<file path="src/rtl/rs232_avs_responder_pkg.sv">
// Shared definitions for the RS232 Avalon-MM responder.
// Holds the register map byte addresses, STATUS bit positions and the
// state encodings for the transmit and receive serial engines.
package rs232_pkg;

  // Register map (byte addresses on the 5-bit Avalon address bus)
  localparam logic [4:0] RX_BASE     = 5'd0;
  localparam logic [4:0] TX_BASE     = 5'd4;
  localparam logic [4:0] STATUS_BASE = 5'd8;

  // STATUS register bit positions
  localparam int RX_OK_BIT     = 7;
  localparam int TX_OK_BIT     = 6;
  localparam int FRAME_ERR_BIT = 2;
  localparam int TX_DROP_BIT   = 1;
  localparam int RX_OVR_BIT    = 0;

  typedef enum logic [1:0] {
    T_IDLE  = 2'd0,
    T_START = 2'd1,
    T_DATA  = 2'd2,
    T_STOP  = 2'd3
  } tx_state_e;

  typedef enum logic [1:0] {
    R_IDLE  = 2'd0,
    R_START = 2'd1,
    R_DATA  = 2'd2,
    R_STOP  = 2'd3
  } rx_state_e;

endpackage

</file>
<file path="src/rtl/rs232_avs_responder_if.sv">
// Avalon-MM bus bundle between the wrapper (master) and the RS232
// responder (slave).
//   avs_address     byte address (0 RX, 4 TX, 8 STATUS)
//   avs_read        read request
//   avs_write       write request
//   avs_writedata   write data, bits [7:0] meaningful
//   avs_readdata    read data, valid while avs_waitrequest is low
//   avs_waitrequest stall
//
// Handshake: the master raises avs_read or avs_write together with
// avs_address/avs_writedata and holds all of them unchanged while
// avs_waitrequest is high. The transfer completes in the first cycle with
// avs_waitrequest low; avs_readdata is valid in exactly that cycle and the
// master may drop or change the request after the following clock edge.
interface rs232_avs_responder_if;
  logic [4:0]  avs_address;
  logic        avs_read;
  logic        avs_write;
  logic [31:0] avs_writedata;
  logic [31:0] avs_readdata;
  logic        avs_waitrequest;

  modport master (
    output avs_address, avs_read, avs_write, avs_writedata,
    input  avs_readdata, avs_waitrequest
  );

  modport slave (
    input  avs_address, avs_read, avs_write, avs_writedata,
    output avs_readdata, avs_waitrequest
  );
endinterface

</file>
<file path="src/rtl/rs232_avs_responder_byte_fifo.sv">
// Small synchronous byte FIFO with show-ahead output.
//   clk, rst_n  clock, asynchronous active-low reset
//   push, din   write a byte (ignored when full unless a pop frees a slot)
//   pop         discard the head byte (ignored when empty)
//   dout        current head byte (undefined when empty)
//   empty, full occupancy flags
// Pointers carry one extra wrap bit so full and empty are distinguishable
// without a separate counter.
module byte_fifo #(
  parameter int DEPTH = 4
) (
  input  logic       clk,
  input  logic       rst_n,
  input  logic       push,
  input  logic       pop,
  input  logic [7:0] din,
  output logic [7:0] dout,
  output logic       empty,
  output logic       full
);
  localparam int AW = $clog2(DEPTH);

  logic [AW:0] wr_ptr_q;
  logic [AW:0] rd_ptr_q;
  logic [7:0]  mem_q [DEPTH];
  logic        do_pop;
  logic        do_push;

  assign empty = (wr_ptr_q == rd_ptr_q);
  assign full  = (wr_ptr_q[AW] != rd_ptr_q[AW]) &&
                 (wr_ptr_q[AW-1:0] == rd_ptr_q[AW-1:0]);

  // A pop in the same cycle frees the head slot, so a push to a full FIFO
  // is still accepted and occupancy stays unchanged.
  assign do_pop  = pop & ~empty;
  assign do_push = push & (~full | do_pop);
  assign dout    = mem_q[rd_ptr_q[AW-1:0]];

  always_ff @(posedge clk or negedge rst_n) begin
    if (!rst_n) begin
      wr_ptr_q <= '0;
      rd_ptr_q <= '0;
    end else begin
      if (do_push) wr_ptr_q <= wr_ptr_q + 1'b1;
      if (do_pop)  rd_ptr_q <= rd_ptr_q + 1'b1;
    end
  end

  always_ff @(posedge clk) begin
    if (do_push) mem_q[wr_ptr_q[AW-1:0]] <= din;
  end
endmodule

</file>
<file path="src/rtl/rs232_avs_responder.sv">
// RS232 UART register-map responder on an Avalon-MM slave port.
//   avs_clk, avs_rst_n  clock, asynchronous active-low reset
//   avs                 Avalon-MM slave bus (address/read/write/writedata,
//                       readdata/waitrequest)
//   uart_rxd            serial input, idles high, 8N1
//   uart_txd            serial output, idles high, 8N1
//   dbg_tx_state        current transmit engine state
//   dbg_rx_state        current receive engine state
// Bytes written to TX are queued and serialised; bytes received on the line
// are queued for RX reads. STATUS reports queue state and sticky error flags.
module rs232_avs_responder
  import rs232_pkg::*;
#(
  parameter int CLKS_PER_BIT = 434,
  parameter int FIFO_DEPTH   = 4
) (
  input  logic                 avs_clk,
  input  logic                 avs_rst_n,
  rs232_avs_responder_if.slave avs,
  input  logic                 uart_rxd,
  output logic                 uart_txd,
  output tx_state_e            dbg_tx_state,
  output rx_state_e            dbg_rx_state
);
  localparam int CW = (CLKS_PER_BIT > 2) ? $clog2(CLKS_PER_BIT) : 1;
  localparam logic [CW-1:0] BIT_LAST  = CW'(CLKS_PER_BIT - 1);
  localparam logic [CW-1:0] HALF_LAST = CW'(CLKS_PER_BIT / 2 - 1);

  // ---------------- FIFOs ----------------
  logic       tx_push, tx_pop, tx_empty, tx_full;
  logic       rx_push, rx_pop, rx_empty, rx_full;
  logic [7:0] tx_dout, rx_dout, rx_shreg_q;

  byte_fifo #(.DEPTH(FIFO_DEPTH)) u_tx_fifo (
    .clk(avs_clk), .rst_n(avs_rst_n), .push(tx_push), .pop(tx_pop),
    .din(avs.avs_writedata[7:0]), .dout(tx_dout), .empty(tx_empty), .full(tx_full)
  );

  byte_fifo #(.DEPTH(FIFO_DEPTH)) u_rx_fifo (
    .clk(avs_clk), .rst_n(avs_rst_n), .push(rx_push), .pop(rx_pop),
    .din(rx_shreg_q), .dout(rx_dout), .empty(rx_empty), .full(rx_full)
  );

  logic unused_wdata;
  assign unused_wdata = ^avs.avs_writedata[31:8];

  // ---------------- Bus side ----------------
  logic        ack_q;
  logic [31:0] rdata_q, rdata_d, status_word;
  logic        rx_pop_armed_q;
  logic        req, capture, rd_acc, wr_acc, status_rd;
  logic [2:0]  flags_q, flag_set, flag_clr;

  assign req     = avs.avs_read | avs.avs_write;
  assign capture = req & ~ack_q;            // the wait cycle
  assign rd_acc  = ack_q & avs.avs_read;    // read wins over write
  assign wr_acc  = ack_q & avs.avs_write & ~avs.avs_read;

  assign avs.avs_waitrequest = ~ack_q;
  assign avs.avs_readdata    = rdata_q;

  assign tx_push   = wr_acc & (avs.avs_address == TX_BASE);
  // Pop only if the wait-cycle snapshot actually returned a byte, so a byte
  // arriving into an empty FIFO during the wait cycle is not lost.
  assign rx_pop    = rd_acc & (avs.avs_address == RX_BASE) & rx_pop_armed_q;
  assign status_rd = rd_acc & (avs.avs_address == STATUS_BASE);

  always_comb begin
    status_word                = '0;
    status_word[RX_OK_BIT]     = ~rx_empty;
    status_word[TX_OK_BIT]     = ~tx_full;
    status_word[FRAME_ERR_BIT] = flags_q[FRAME_ERR_BIT];
    status_word[TX_DROP_BIT]   = flags_q[TX_DROP_BIT];
    status_word[RX_OVR_BIT]    = flags_q[RX_OVR_BIT];
  end

  always_comb begin
    rdata_d = '0;
    if (avs.avs_read) begin
      case (avs.avs_address)
        RX_BASE:     rdata_d = rx_empty ? 32'd0 : {24'd0, rx_dout};
        STATUS_BASE: rdata_d = status_word;
        default:     rdata_d = '0;
      endcase
    end
  end

  always_ff @(posedge avs_clk or negedge avs_rst_n) begin
    if (!avs_rst_n) begin
      ack_q          <= 1'b0;
      rdata_q        <= '0;
      rx_pop_armed_q <= 1'b0;
    end else begin
      ack_q          <= capture;
      rdata_q        <= capture ? rdata_d : '0;
      rx_pop_armed_q <= capture & avs.avs_read &
                        (avs.avs_address == RX_BASE) & ~rx_empty;
    end
  end

  // ---------------- Sticky flags ----------------
  logic rx_frame_ev;

  always_comb begin
    flag_set                = '0;
    flag_set[FRAME_ERR_BIT] = rx_frame_ev;
    flag_set[TX_DROP_BIT]   = tx_push & tx_full & ~tx_pop;
    flag_set[RX_OVR_BIT]    = rx_push & rx_full & ~rx_pop;
  end

  // Clear only the flags the STATUS read reported; a flag raised after the
  // snapshot, or in the accept cycle itself, survives.
  assign flag_clr = status_rd ? rdata_q[2:0] : 3'b000;

  always_ff @(posedge avs_clk or negedge avs_rst_n) begin
    if (!avs_rst_n) flags_q <= '0;
    else            flags_q <= (flags_q & ~flag_clr) | flag_set;
  end

  // ---------------- Transmit engine ----------------
  tx_state_e     tx_state_q, tx_state_d;
  logic [CW-1:0] tx_cnt_q, tx_cnt_d;
  logic [2:0]    tx_idx_q, tx_idx_d;
  logic [7:0]    tx_shreg_q, tx_shreg_d;
  logic          txd_q, txd_d;

  always_comb begin
    tx_state_d = tx_state_q;
    tx_cnt_d   = tx_cnt_q;
    tx_idx_d   = tx_idx_q;
    tx_shreg_d = tx_shreg_q;
    tx_pop     = 1'b0;
    txd_d      = 1'b1;
    case (tx_state_q)
      T_IDLE: if (!tx_empty) begin
        tx_pop     = 1'b1;
        tx_shreg_d = tx_dout;
        tx_cnt_d   = '0;
        tx_state_d = T_START;
      end
      T_START: if (tx_cnt_q == BIT_LAST) begin
        tx_cnt_d   = '0;
        tx_idx_d   = '0;
        tx_state_d = T_DATA;
      end else tx_cnt_d = tx_cnt_q + 1'b1;
      T_DATA: if (tx_cnt_q == BIT_LAST) begin
        tx_cnt_d = '0;
        if (tx_idx_q == 3'd7) tx_state_d = T_STOP;
        else                  tx_idx_d   = tx_idx_q + 3'd1;
      end else tx_cnt_d = tx_cnt_q + 1'b1;
      T_STOP: if (tx_cnt_q == BIT_LAST) begin
        tx_cnt_d   = '0;
        tx_state_d = T_IDLE;
      end else tx_cnt_d = tx_cnt_q + 1'b1;
      default: tx_state_d = T_IDLE;
    endcase
    // Line level is registered from the next state to keep uart_txd glitch-free.
    case (tx_state_d)
      T_START: txd_d = 1'b0;
      T_DATA:  txd_d = tx_shreg_d[tx_idx_d];
      default: txd_d = 1'b1;
    endcase
  end

  always_ff @(posedge avs_clk or negedge avs_rst_n) begin
    if (!avs_rst_n) begin
      tx_state_q <= T_IDLE;
      tx_cnt_q   <= '0;
      tx_idx_q   <= '0;
      tx_shreg_q <= '0;
      txd_q      <= 1'b1;
    end else begin
      tx_state_q <= tx_state_d;
      tx_cnt_q   <= tx_cnt_d;
      tx_idx_q   <= tx_idx_d;
      tx_shreg_q <= tx_shreg_d;
      txd_q      <= txd_d;
    end
  end

  assign uart_txd     = txd_q;
  assign dbg_tx_state = tx_state_q;

  // ---------------- Receive engine ----------------
  rx_state_e     rx_state_q, rx_state_d;
  logic [CW-1:0] rx_cnt_q, rx_cnt_d;
  logic [2:0]    rx_idx_q, rx_idx_d;
  logic [7:0]    rx_shreg_d;
  logic          rxd_s1_q, rxd_s2_q;

  always_comb begin
    rx_state_d  = rx_state_q;
    rx_cnt_d    = rx_cnt_q;
    rx_idx_d    = rx_idx_q;
    rx_shreg_d  = rx_shreg_q;
    rx_push     = 1'b0;
    rx_frame_ev = 1'b0;
    case (rx_state_q)
      R_IDLE: if (!rxd_s2_q) begin
        rx_cnt_d   = '0;
        rx_state_d = R_START;
      end
      // Re-check the start bit near its centre; a high line means a glitch.
      R_START: if (rx_cnt_q == HALF_LAST) begin
        rx_cnt_d   = '0;
        rx_idx_d   = '0;
        rx_state_d = rxd_s2_q ? R_IDLE : R_DATA;
      end else rx_cnt_d = rx_cnt_q + 1'b1;
      R_DATA: if (rx_cnt_q == BIT_LAST) begin
        rx_cnt_d             = '0;
        rx_shreg_d[rx_idx_q] = rxd_s2_q;
        if (rx_idx_q == 3'd7) rx_state_d = R_STOP;
        else                  rx_idx_d   = rx_idx_q + 3'd1;
      end else rx_cnt_d = rx_cnt_q + 1'b1;
      // Leave straight after the stop sample so the next start edge is caught.
      R_STOP: if (rx_cnt_q == BIT_LAST) begin
        rx_cnt_d    = '0;
        rx_push     = rxd_s2_q;
        rx_frame_ev = ~rxd_s2_q;
        rx_state_d  = R_IDLE;
      end else rx_cnt_d = rx_cnt_q + 1'b1;
      default: rx_state_d = R_IDLE;
    endcase
  end

  always_ff @(posedge avs_clk or negedge avs_rst_n) begin
    if (!avs_rst_n) begin
      rxd_s1_q   <= 1'b1;
      rxd_s2_q   <= 1'b1;
      rx_state_q <= R_IDLE;
      rx_cnt_q   <= '0;
      rx_idx_q   <= '0;
      rx_shreg_q <= '0;
    end else begin
      rxd_s1_q   <= uart_rxd;
      rxd_s2_q   <= rxd_s1_q;
      rx_state_q <= rx_state_d;
      rx_cnt_q   <= rx_cnt_d;
      rx_idx_q   <= rx_idx_d;
      rx_shreg_q <= rx_shreg_d;
    end
  end

  assign dbg_rx_state = rx_state_q;
endmodule

</file>
<file path="src/flat_wrapper.sv">
// flat-port wrapper written by rule: the top's interface ports become plain ports
module rs232_avs_responder_flat import rs232_pkg::*;
#(
  parameter int CLKS_PER_BIT = 434,
  parameter int FIFO_DEPTH   = 4
)
  (avs_clk, avs_rst_n, uart_rxd, uart_txd, dbg_tx_state, dbg_rx_state, avs_avs_address, avs_avs_read, avs_avs_write, avs_avs_writedata, avs_avs_readdata, avs_avs_waitrequest);
  rs232_avs_responder_if avs_i ();
  input  logic avs_clk;
  input  logic avs_rst_n;
  input  logic uart_rxd;
  output logic uart_txd;
  output tx_state_e dbg_tx_state;
  output rx_state_e dbg_rx_state;
  input wire logic [$bits(avs_i.avs_address)-1:0] avs_avs_address;
  input wire logic [$bits(avs_i.avs_read)-1:0] avs_avs_read;
  input wire logic [$bits(avs_i.avs_write)-1:0] avs_avs_write;
  input wire logic [$bits(avs_i.avs_writedata)-1:0] avs_avs_writedata;
  output wire logic [$bits(avs_i.avs_readdata)-1:0] avs_avs_readdata;
  output wire logic [$bits(avs_i.avs_waitrequest)-1:0] avs_avs_waitrequest;
  assign avs_i.avs_address = avs_avs_address;
  assign avs_i.avs_read = avs_avs_read;
  assign avs_i.avs_write = avs_avs_write;
  assign avs_i.avs_writedata = avs_avs_writedata;
  assign avs_avs_readdata = avs_i.avs_readdata;
  assign avs_avs_waitrequest = avs_i.avs_waitrequest;
  rs232_avs_responder #(.CLKS_PER_BIT(CLKS_PER_BIT), .FIFO_DEPTH(FIFO_DEPTH)) u_core (.avs_clk(avs_clk), .avs_rst_n(avs_rst_n), .avs(avs_i), .uart_rxd(uart_rxd), .uart_txd(uart_txd), .dbg_tx_state(dbg_tx_state), .dbg_rx_state(dbg_rx_state));
endmodule
</file>
<file path="config.mk">
export PLATFORM = sky130hd
export DESIGN_NAME = rs232_avs_responder_flat
export DESIGN_NICKNAME = d
export VERILOG_FILES = /design/src/rtl/rs232_avs_responder_pkg.sv /design/src/rtl/rs232_avs_responder_if.sv /design/src/rtl/rs232_avs_responder_byte_fifo.sv /design/src/rtl/rs232_avs_responder.sv /design/src/flat_wrapper.sv
export SDC_FILE = /design/constraint.sdc
export NUM_CORES = 1
export LEC_CHECK = 0
export BUFFER_PORTS_ARGS = -buffer_cell sky130_fd_sc_hd__buf_2
export CORE_MARGIN = 1
export CORE_UTILIZATION = 58
export CTS_CLUSTER_DIAMETER = 40
export CTS_CLUSTER_SIZE = 12
export DETAILED_ROUTE_END_ITERATION = 12
export PLACE_DENSITY = 0.79
export SKIP_LAST_GASP = 1
export SLEW_MARGIN = 40
export SYNTH_ARGS = -nofsm -noshare
export SYNTH_HDL_FRONTEND = slang
export SYNTH_HIERARCHICAL = 1
export SYNTH_SLANG_ARGS = --single-unit
export TNS_END_PERCENT = 1
</file>
<file path="constraint.sdc">
create_clock -name avs_clk -period 3.4 [get_ports avs_clk]
set_input_delay 0.68 -clock avs_clk [delete_from_list [all_inputs] [get_ports avs_clk]]
set_output_delay 0.68 -clock avs_clk [all_outputs]
set_load 0.05 [all_outputs]
</file>
==> flow_summary_export.csv, run 1 <==
group,metric,value,unit
global_routing,grt_pass1_wl,19.13,mm
floorplan,ios,80,
power_and_ir_drop,p_per_area,642.7,nW/um^2
cells_and_area,antennaDiodeCount,0,
place,port_buffers,31,
setup_path,path_buf_inv,1,
route,routed_via_density,5.675,
synth,synth_top_family_by_area,"simple AND/OR/NAND/NOR gates",
global_routing,grt_pass1_vias,3988,
synth,synth-simple-area-share,11.88,%
setup_path,reg2reg_to,"u_core/u_tx_fifo/mem_q[2][0]",
synth,synth_xor_area_share,1.905,%
power_and_ir_drop,vdd_ir_drop_max,567.8,uV
clocking,post_cts_buffers,0,
route,wirelength,11.43,mm
sta,skew,0.007222,ns
floorplan,coreArea,10840,sq um
clocking,cts_tree,"done",
clocking,path_clk_slew,0.06,ns
cells_and_area,final_cells,693,
place,gp_congestion,0.8362,
power_and_ir_drop,power_leakage,0.003089,uW
synth,synth_cell_types,70,
synth,synth_edf_count,64,
synth,syn_area,6437,sq um
route,wl_per_cell,16.49,microns
route,first_pass_iters,4,
clocking,cts.path.max_buffers,2,
clocking,numCtsBuffers,17,
cells_and_area,syn_to_final_growth,12.65,%
place,dp_hpwl,7.829,mm
synth,synth_area_leaders,"edfxtp_1 (30%), dfrtp_1 (27%), mux4_2 (5.6%), ha_1 (4.5%), mux2_2 (3.1%)",
setup_path,cp_slowest_cell,"or4_1",
setup_path,critical_path.max_stage_delay,0.58,ns
setup_path,cp-start-kind,"flip-flop",
clocking,cts.sinks,136,
sta,fin_crit,2.816,ns
floorplan,dieArea,11520,sq um
route,drc_errors,0,
clocking,cts_hold_buf,0,
floorplan,rows,38,
status,status,"finished clean",
sta,setup_viol,0,
synth,muxShareOfSynthArea,9.407,%
floorplan,die_x,107.4,microns
worst_hold_path,hold_class,"input pin to flip-flop",
sta,max_freq,355.1,MHz
synth,synth_cells,500,
place,dp.cells,661,
flow_run,max_cap_violations,0,
setup_path,crit_fanout,11,
global_routing,grt_max_degree,73,
cells_and_area,final_common_cell,"dfrtp_1",
setup_path,path_class,"flip-flop to flip-flop",
synth,synth-adder-area-share,4.470,%
cells_and_area,layout-drive-gt1-share,20.98,%
sta,maxSlewHeadroom,51.95,%
sta,hold_viol_final,0,
sta,maxSlewViolCount,0,
setup_path,endpoint,"u_core/u_tx_fifo/mem_q[2][0]",
setup_path,path_cells,"xor2_1, nor3_1, nand2b_1, inv_1, or4_1, and3_1",
clocking,clk_latency,0.53,ns
worst_hold_path,whs_path_depth,1,
global_routing,grt_overflow_total,0,
synth,synth_top_cell_by_area,"edfxtp_1",
floorplan,start_util,59.38,%
setup_path,crit_cells,6,
cells_and_area,nets,605,
cells_and_area,layout_common_cells,"dfrtp_1 (69), edfxtp_1 (64), nand2_1 (37)",
synth,yosysWarnings,6,
clocking,ctsResizeCount,0,
floorplan,die_height,107.4,microns
sta,holdWs,0.2466,ns
setup_path,r2r_cells,6,
route,drtAntennaViolNets,0,
setup_path,critPathLaunch,"u_core/u_tx_fifo/rd_ptr_q[1]",
setup_path,cp.arrival,3.04,ns
route,num_vias,3933,
global_routing,grt.total_usage,22.31,%
sta,rsz0062_at_grt,"no",
setup_path,r2r_setup_slack,0.58,ns
sta,fin_tns_setup,0,ns
sta,tightest_slew,0.7152,ns
setup_path,r2r_start,"u_core/u_tx_fifo/rd_ptr_q[1]",
setup_path,worstPathRequired,3.63,ns
synth,ys.flop_type,"dfrtp_1",
synth,ys_seq_elements,136,
synth,syn_avg_cell_area,12.87,sq um
clocking,htreeDepth,4,
synth,synth_compound_area_share,9.057,%
setup_path,critPathCaptureType,"flip-flop",
synth,ys_seq_area_share,57.90,%
global_routing,antenna_found_initial,0,
cells_and_area,nFillCells,788,
sta,fin_crit_sh,82.83,%
setup_path,cp_top_family,"simple AND/OR/NAND/NOR gates",
synth,synth.top_cell.area_share,29.85,%
route,drt-initial-drc-count,193,
clocking,cts_root_buf,"clkbuf_8",
synth,async_flop_share,52.94,%
kinds of logic (layout without fill, tap and decap cells):
group	Yosys count	after routing
buf+inv	63	93
simple gates	142	142
xor+xnor	14	14
other cells	1	24
flops	136	136
compound gates	83	83
mux	38	38
fa+ha+maj	23	23
power by group:
part / switching, uW / internal (uW)
combinational: 519 / 370
sequential: 102 / 1830
clock: 706 / 1130
flip-flops by register name, indices dropped and copies added (netlist names), 2 cells and up, named ones only:
signal / cells
u_core/u_rx_fifo/mem_q: 32
u_core/u_tx_fifo/mem_q: 32
u_core/rx_cnt_q: 9
u_core/tx_cnt_q: 9
u_core/avs.avs_readdata: 8
u_core/rx_shreg_q: 8
u_core/tx_shreg_q: 8
u_core/flags_q: 3
u_core/rx_idx_q: 3
u_core/tx_idx_q: 3
u_core/u_rx_fifo/rd_ptr_q: 3
u_core/u_rx_fifo/wr_ptr_q: 3
u_core/u_tx_fifo/rd_ptr_q: 3
u_core/u_tx_fifo/wr_ptr_q: 3
u_core/dbg_tx_state: 2
layer usage:
metal | track usage (%) | share of wire [%] | up-vias
met5 | 0 | 0 | -
met4 | 9.589 | 1.5 | 0
met3 | 7.082 | 4.4 | 17
met2 | 35.99 | 50 | 79
met1 | 27.78 | 44 | 1950
li1 | - | - | 1887
per-stage QoR:
| step | instance area [sq um] | setup slack [ns] | total power (uW) | utilization [%] |
|---|---|---|---|---|
| final | 7252 | 0.5838 | 4661 | 66.90 |
| after global routing | 7252 | 0.3724 | 4894 | 66.90 |
| after CTS | 7252 | 0.5784 | 4705 | 66.90 |
| after detailed placement | 6650 | 0.6039 | 2845 | 61.35 |
| after global placement | 6646 | 0.6424 | 2808 | 61.31 |
| after floorplan | 6524 | 0.5527 | 2651 | - |
worst register-to-register path, stage by stage (launching register included):
cell      delay, ns
dfrtp_1        0.56
xor2_1         0.26
nor3_1         0.42
nand2b_1       0.19
inv_1          0.13
or4_1          0.58
and3_1         0.36
worst min-delay path by stage:
stage | start | to
final | uart_rxd | u_core/rxd_s1_q
after global placement | u_core/rxd_s1_q | u_core/rxd_s2_q
after CTS | uart_rxd | u_core/rxd_s1_q
after detailed placement | u_core/rxd_s1_q | u_core/rxd_s2_q
after floorplan | u_core/rxd_s1_q | u_core/rxd_s2_q
after global routing | uart_rxd | u_core/rxd_s1_q
synthesized netlist by cell type, drive strengths merged (4+ instances only):
| cell type | number |
|---|---|
| a21oi | 9 |
| nor3 | 15 |
| nand2b | 10 |
| nand2 | 37 |
| mux2 | 20 |
| edfxtp | 64 |
| nor2 | 23 |
| nand3b | 4 |
| o21ai | 29 |
| o31ai | 6 |
| and3 | 12 |
| ha | 23 |
| o41ai | 6 |
| mux4 | 16 |
| buf | 34 |
| clkbuf | 5 |
| o311ai | 4 |
| and2 | 7 |
| or4 | 4 |
| dfrtp | 69 |
| inv | 23 |
| xnor2 | 5 |
| nand3 | 13 |
| xor2 | 9 |
final cells by class:
class | count | area [sq um] | share of cell area (%)
repair buffers | 37 | 203.9 | 2.812
multi-input cells | 324 | 2454 | 33.83
inverters | 24 | 90.09 | 1.242
clock buffers | 17 | 414.1 | 5.711
clock inverters | 15 | 187.7 | 2.588
flip-flops and latches | 136 | 3727 | 51.40
well taps | 140 | 175.2 | 2.415
Note: power is estimated with default switching activity, not from simulation.
==> inputs of run 2 (changes only) <==
- CORE_UTILIZATION: 58 -> 52
- PLACE_DENSITY: 0.79 -> 0.75
- clock period: 3.4 -> 2.3 ns (I/O delays scaled with it)
==> run 2 against run 1 <==
  * Hold slack worse by 0.24 ns
  * Clock skew is 0.0020 ns higher
  * Maximum frequency rose by 25%
  * Register-to-register slack got worse by 0.53 ns
  * Highest routed layer unchanged
  * Core utilization down 3.7 points
  * Sequential cell count unchanged
  * Clock power increased by 45%
  * Largest power group unchanged
  * Critical path depth unchanged
  * Wire length grew 3.9%
==> flow_summary_export.csv, run 2 (synthesized netlist as in run 1, its figures left out) <==
group,metric,value,unit
status,status,"finished clean",
power_and_ir_drop,power_leakage,0.003221,uW
cells_and_area,layout_common_cells,"dfrtp_1 (67), edfxtp_1 (64), nand2_1 (37)",
route,drtAntennaViolNets,0,
cells_and_area,nets,629,
cells_and_area,antennaDiodeCount,0,
sta,skew,0.009235,ns
floorplan,die_height,113.3,microns
floorplan,rows,40,
setup_path,path_cells,"xor2_1, nor3_4, nand2b_4, inv_2, or4_4, and3_4",
setup_path,crit_cells,6,
power_and_ir_drop,vdd_ir_drop_max,472.4,uV
clocking,cts_hold_buf,0,
clocking,clk_latency,0.42,ns
power_and_ir_drop,comb_power_share,21.6,%
setup_path,path_buf_inv,1,
sta,maxSlewHeadroom,56.73,%
setup_path,cp_top_family,"simple AND/OR/NAND/NOR gates",
power_and_ir_drop,p_switching,2002,uW
sta,setup_viol,0,
setup_path,r2r_setup_slack,0.05,ns
power_and_ir_drop,power_frac_clock,38.1,%
setup_path,endpoint,"u_core/u_tx_fifo/mem_q[1][6]",
clocking,htreeDepth,4,
floorplan,die_x,113.3,microns
clocking,cts.path.max_buffers,2,
setup_path,reg2reg_to,"u_core/u_tx_fifo/mem_q[1][6]",
power_and_ir_drop,p_per_area,915.5,nW/um^2
place,gp_congestion,0.8480,
route,wirelength,11.88,mm
cells_and_area,final_common_cell,"dfrtp_1",
sta,fin_crit,2.250,ns
route,first_pass_iters,5,
global_routing,antenna_found_initial,0,
place,dp_hpwl,8.059,mm
floorplan,dieArea,12830,sq um
power_and_ir_drop,swShare,28.68,%
flow_run,max_cap_violations,0,
floorplan,coreArea,12060,sq um
cells_and_area,syn_to_final_growth,18.43,%
cells_and_area,layout-drive-gt1-share,27.95,%
clocking,path_clk_slew,0.06,ns
setup_path,critPathCaptureType,"flip-flop",
setup_path,crit_fanout,10,
setup_path,cp_slowest_cell,"or4_4",
setup_path,critPathLaunch,"u_core/u_tx_fifo/wr_ptr_q[2]",
setup_path,cp-start-kind,"flip-flop",
sta,holdWs,0.004593,ns
clocking,cts_root_buf,"clkbuf_16",
clocking,numCtsBuffers,17,
floorplan,ios,80,
cells_and_area,fin_util,63.21,%
setup_path,r2r_start,"u_core/u_tx_fifo/wr_ptr_q[2]",
route,drt-initial-drc-count,221,
sta,maxSlewViolCount,0,
global_routing,grt_pass1_vias,4120,
sta,fin_tns_setup,0,ns
global_routing,grt_max_degree,61,
global_routing,grt.total_usage,20.88,%
route,wl_per_cell,15.96,microns
setup_path,worstPathRequired,2.46,ns
route,routed_via_density,5.524,
sta,max_freq,444.5,MHz
global_routing,grt_overflow_total,0,
global_routing,grt_pass1_wl,20.26,mm
setup_path,critical_path.max_stage_delay,0.53,ns
sta,tightest_slew,0.6444,ns
clocking,cts.sinks,136,
setup_path,path_class,"flip-flop to flip-flop",
power_and_ir_drop,p_seq_share,40.4,%
sta,fin_crit_sh,97.82,%
route,num_vias,4110,
floorplan,start_util,53.37,%
sta,rsz0062_at_grt,"yes",
sta,hold_viol_final,0,
route,drc_errors,0,
clocking,cts_tree,"done",
worst_hold_path,hold_class,"input pin to asynchronous set/reset pin",
setup_path,r2r_cells,6,
place,port_buffers,31,
setup_path,cp.arrival,2.41,ns
power_and_ir_drop,p_int,4977,uW
## run 2: changes by cell type in the layout (fill, tap and decap cells not counted), moves of 3 or more
cell    previous run  this run
and3_1            11         8
and3_4             0         3
buf_12             0         5
buf_4              5        25
inv_1             22        18
inv_2              1         5
## run 2: worst min-delay path by stage
stage	end	slack, ns
3_5_place_dp	u_core/rxd_s2_q	0.35
3_3_place_gp	u_core/rxd_s2_q	0.35
4_1_cts	u_core/rxd_s1_q	0.11
6_report	u_core/tx_idx_q[2]	0.005
2_1_floorplan	asynchronous set/reset pin	0.16
5_1_grt	u_core/tx_idx_q[2]	0.04
## run 2: area by class of cell
type                    count  area, sq um
multi-input cells         324         2559
clock inverters            12        142.6
fillers                   880         4438
well taps                 168        210.2
repair buffers             61        449.2
clock buffers              19        442.9
flip-flops and latches    136         3730
inverters                  24        90.09
## run 2: metrics by stage
| step | instance area (sq um) | setup slack (ns) | total power, uW | std cells |
|---|---|---|---|---|
| global route | 7624 | -0.06199 | 7329 | 744 |
| finish | 7624 | 0.05014 | 6979 | 744 |
| global placement | 6967 | 0.04790 | 4288 | 712 |
| detailed placement | 6967 | 0.01043 | 4333 | 712 |
| CTS | 7552 | 0.04527 | 7036 | 743 |
| floorplan | 6598 | -0.06711 | 4044 | 523 |
## run 2: metal layers
layer	part of all wire [%]	track usage (%)
met1	44	26.93
met2	50	33.58
met3	4.3	6.535
met4	1.4	7.281
met5	0	0
## run 2: power groups by stage
stage	combinational, uW	clock, uW	sequential (uW)
global placement	1440	0	2850
floorplan	1140	0	2910
detailed placement	1470	0	2860
CTS	1500	2720	2820
global route	1670	2820	2840
finish	1500	2660	2820
## run 2: what timing repair did
item	in CTS	in global routing
buffers inserted	0	1
setup endpoints to repair	8	48
resized for setup	1	14
pin swaps	0	3
==> inputs of run 3 (changes only) <==
- CORE_UTILIZATION: 52 -> 60
- PLACE_DENSITY: 0.75 -> 0.81
- REMOVE_ABC_BUFFERS: unset -> 1
- clock period: 2.3 -> 2.6 ns (I/O delays scaled with it)
==> run 3 against run 2 <==
  * The run now ends with negative hold slack left
  * Wire length rose by 7.8%
  * Final cell count fell by 6.3%
  * Hold slack got worse by 0.019 ns
  * Sequential share of layout area rose by 2.1 points
  * Critical endpoint is now u_core/uart_txd
  * Clock-buffer cell count fell by 2
  * Die area fell by 13%
  * Clock power fell by 9.4%
  * Maximum frequency fell by 8.9%
  * Combinational power fell by 13%
  * Cell area fell by 4.1%
  * Highest routed layer unchanged
  * Non-clock buffer count fell by 16
==> flow_summary_export.csv, run 3 (synthesized netlist as in run 1, its figures left out) <==
group,metric,value,unit
global_routing,grt_pass1_vias,4188,
clocking,ctsResizeCount,0,
power_and_ir_drop,finalPower,6224,uW
status,violations,"negative hold slack",
setup_path,critical_path.max_stage_delay,0.59,ns
place,dp_hpwl,8.130,mm
sta,skew,0.007113,ns
setup_path,worstPathRequired,3.05,ns
setup_path,crit_fanout,6,
global_routing,grt_max_degree,73,
place,port_buffers,31,
cells_and_area,fin_util,70.50,%
setup_path,cp-start-kind,"flip-flop",
flow_run,max_cap_violations,0,
floorplan,start_util,62.08,%
setup_path,cp.arrival,2.92,ns
route,drc_errors,0,
cells_and_area,syn_to_final_growth,13.57,%
floorplan,rows,37,
route,num_vias,4214,
clocking,post_cts_buffers,0,
global_routing,antenna_found_initial,0,
sta,fin_crit_sh,95.00,%
cells_and_area,final_common_cell,"dfrtp_1",
floorplan,coreArea,10370,sq um
cells_and_area,antennaDiodeCount,0,
clocking,cts_tree,"done",
clocking,path_clk_slew,0.06,ns
sta,rsz0062_at_grt,"no",
floorplan,ios,80,
clocking,cts.path.max_buffers,2,
floorplan,die_x,105.6,microns
sta,fin_ws,0.1300,ns
setup_path,path_class,"flip-flop to flip-flop",
sta,maxSlewViolCount,0,
place,post-place-ws,0.2309,ns
route,first_pass_iters,5,
route,drtAntennaViolNets,0,
global_routing,grt_overflow_total,0,
setup_path,critPathCaptureType,"flip-flop",
sta,hold_viol_final,7,
status,status,"finished with violations",
power_and_ir_drop,p_per_area,851.4,nW/um^2
sta,maxSlewHeadroom,52.99,%
sta,holdWs,-0.01392,ns
power_and_ir_drop,vdd_ir_drop_max,710.5,uV
route,wl_per_cell,18.36,microns
route,wirelength,12.80,mm
power_and_ir_drop,power_leakage,0.003135,uW
clocking,clk_latency,0.55,ns
global_routing,grt.total_usage,25.31,%
clocking,htreeDepth,4,
cells_and_area,layout-drive-gt1-share,22.10,%
cells_and_area,nets,613,
setup_path,cp_slowest_cell,"or4b_4",
clocking,cts.sinks,136,
cells_and_area,layout_common_cells,"dfrtp_1 (69), edfxtp_1 (64), nand2_1 (37)",
clocking,numCtsBuffers,17,
worst_hold_path,hold_class,"input pin to asynchronous set/reset pin",
setup_path,path_cells,"or4b_4, o21ai_1, a21boi_1, nor3_4, inv_2, mux2i_1, a211o_1, a32oi_1",
floorplan,dieArea,11150,sq um
clocking,cts_hold_buf,0,
sta,fin_crit,2.470,ns
global_routing,grt_pass1_wl,21.06,mm
sta,max_freq,404.9,MHz
sta,tightest_slew,0.7027,ns
sta,setup_viol,0,
route,routed_via_density,6.046,
place,gp_congestion,0.8369,
floorplan,die_height,105.6,microns
clocking,cts_root_buf,"clkbuf_8",
route,drt-initial-drc-count,279,
run 3: final timing paths:
path / startpoint / slack (ns) / cells after the start / to
hold / removal: avs_rst_n / -0.01 / 2 / u_core/tx_shreg_q[1]
setup / recovery: u_core/tx_cnt_q[3] / 0.13 / 8 / u_core/uart_txd
max in group asynchronous: avs_rst_n / 2.26 / 2 / u_core/rxd_s2_q
hold reg to reg: u_core/rxd_s1_q / 0.36 / 0 / u_core/rxd_s2_q
min in group avs_clk: uart_rxd / 0.07 / 1 / u_core/rxd_s1_q
setup reg to reg: u_core/tx_cnt_q[3] / 0.13 / 8 / u_core/uart_txd
run 3: layout make-up:
| type | instances | area (sq um) |
|---|---|---|
| clock buffer | 17 | 414.1 |
| multi-input combinational | 324 | 2454 |
| timing repair buffer | 45 | 272.8 |
| tap | 136 | 170.2 |
| clock inverter | 15 | 182.7 |
| inverter | 24 | 90.09 |
| sequential | 136 | 3727 |
| fill | 694 | 3059 |
run 3: critical path: cells and delay by family, from the launching register on:
family,cells,cell delay (ns)
flip-flops,1,0.46
AND/OR/NAND/NOR,2,0.78
buffers and inverters,1,0.09
multiplexers,1,0.14
AO/OA/AOI/OAI,4,0.90
run 3: through the flow:
step           hold WS, ns  setup TNS, ns  cell area [sq um]  std cells
3_3_place_gp        0.3457              0               6714        665
5_1_grt            0.01506              0               7311        697
2_1_floorplan       0.2244         -8.174               6271        484
3_5_place_dp        0.3504              0               6714        665
4_1_cts           0.006011              0               7311        697
6_report          -0.01392              0               7311        697
run 3: power breakdown:
| part | switching [uW] | leakage, uW | internal [uW] | total [uW] |
|---|---|---|---|---|
| combinational | 788 | 0.00126 | 520 | 1310 |
| sequential | 107 | 0.00159 | 2400 | 2500 |
| clock | 1000 | 0.000292 | 1410 | 2410 |
run 3: routing by layer:
metal / wire, microns / GRT usage [%]
met1: 5318 / 31.22
met2: 6382 / 41.54
met3: 675 / 6.246
met4: 422 / 13.29
met5: 0 / 0
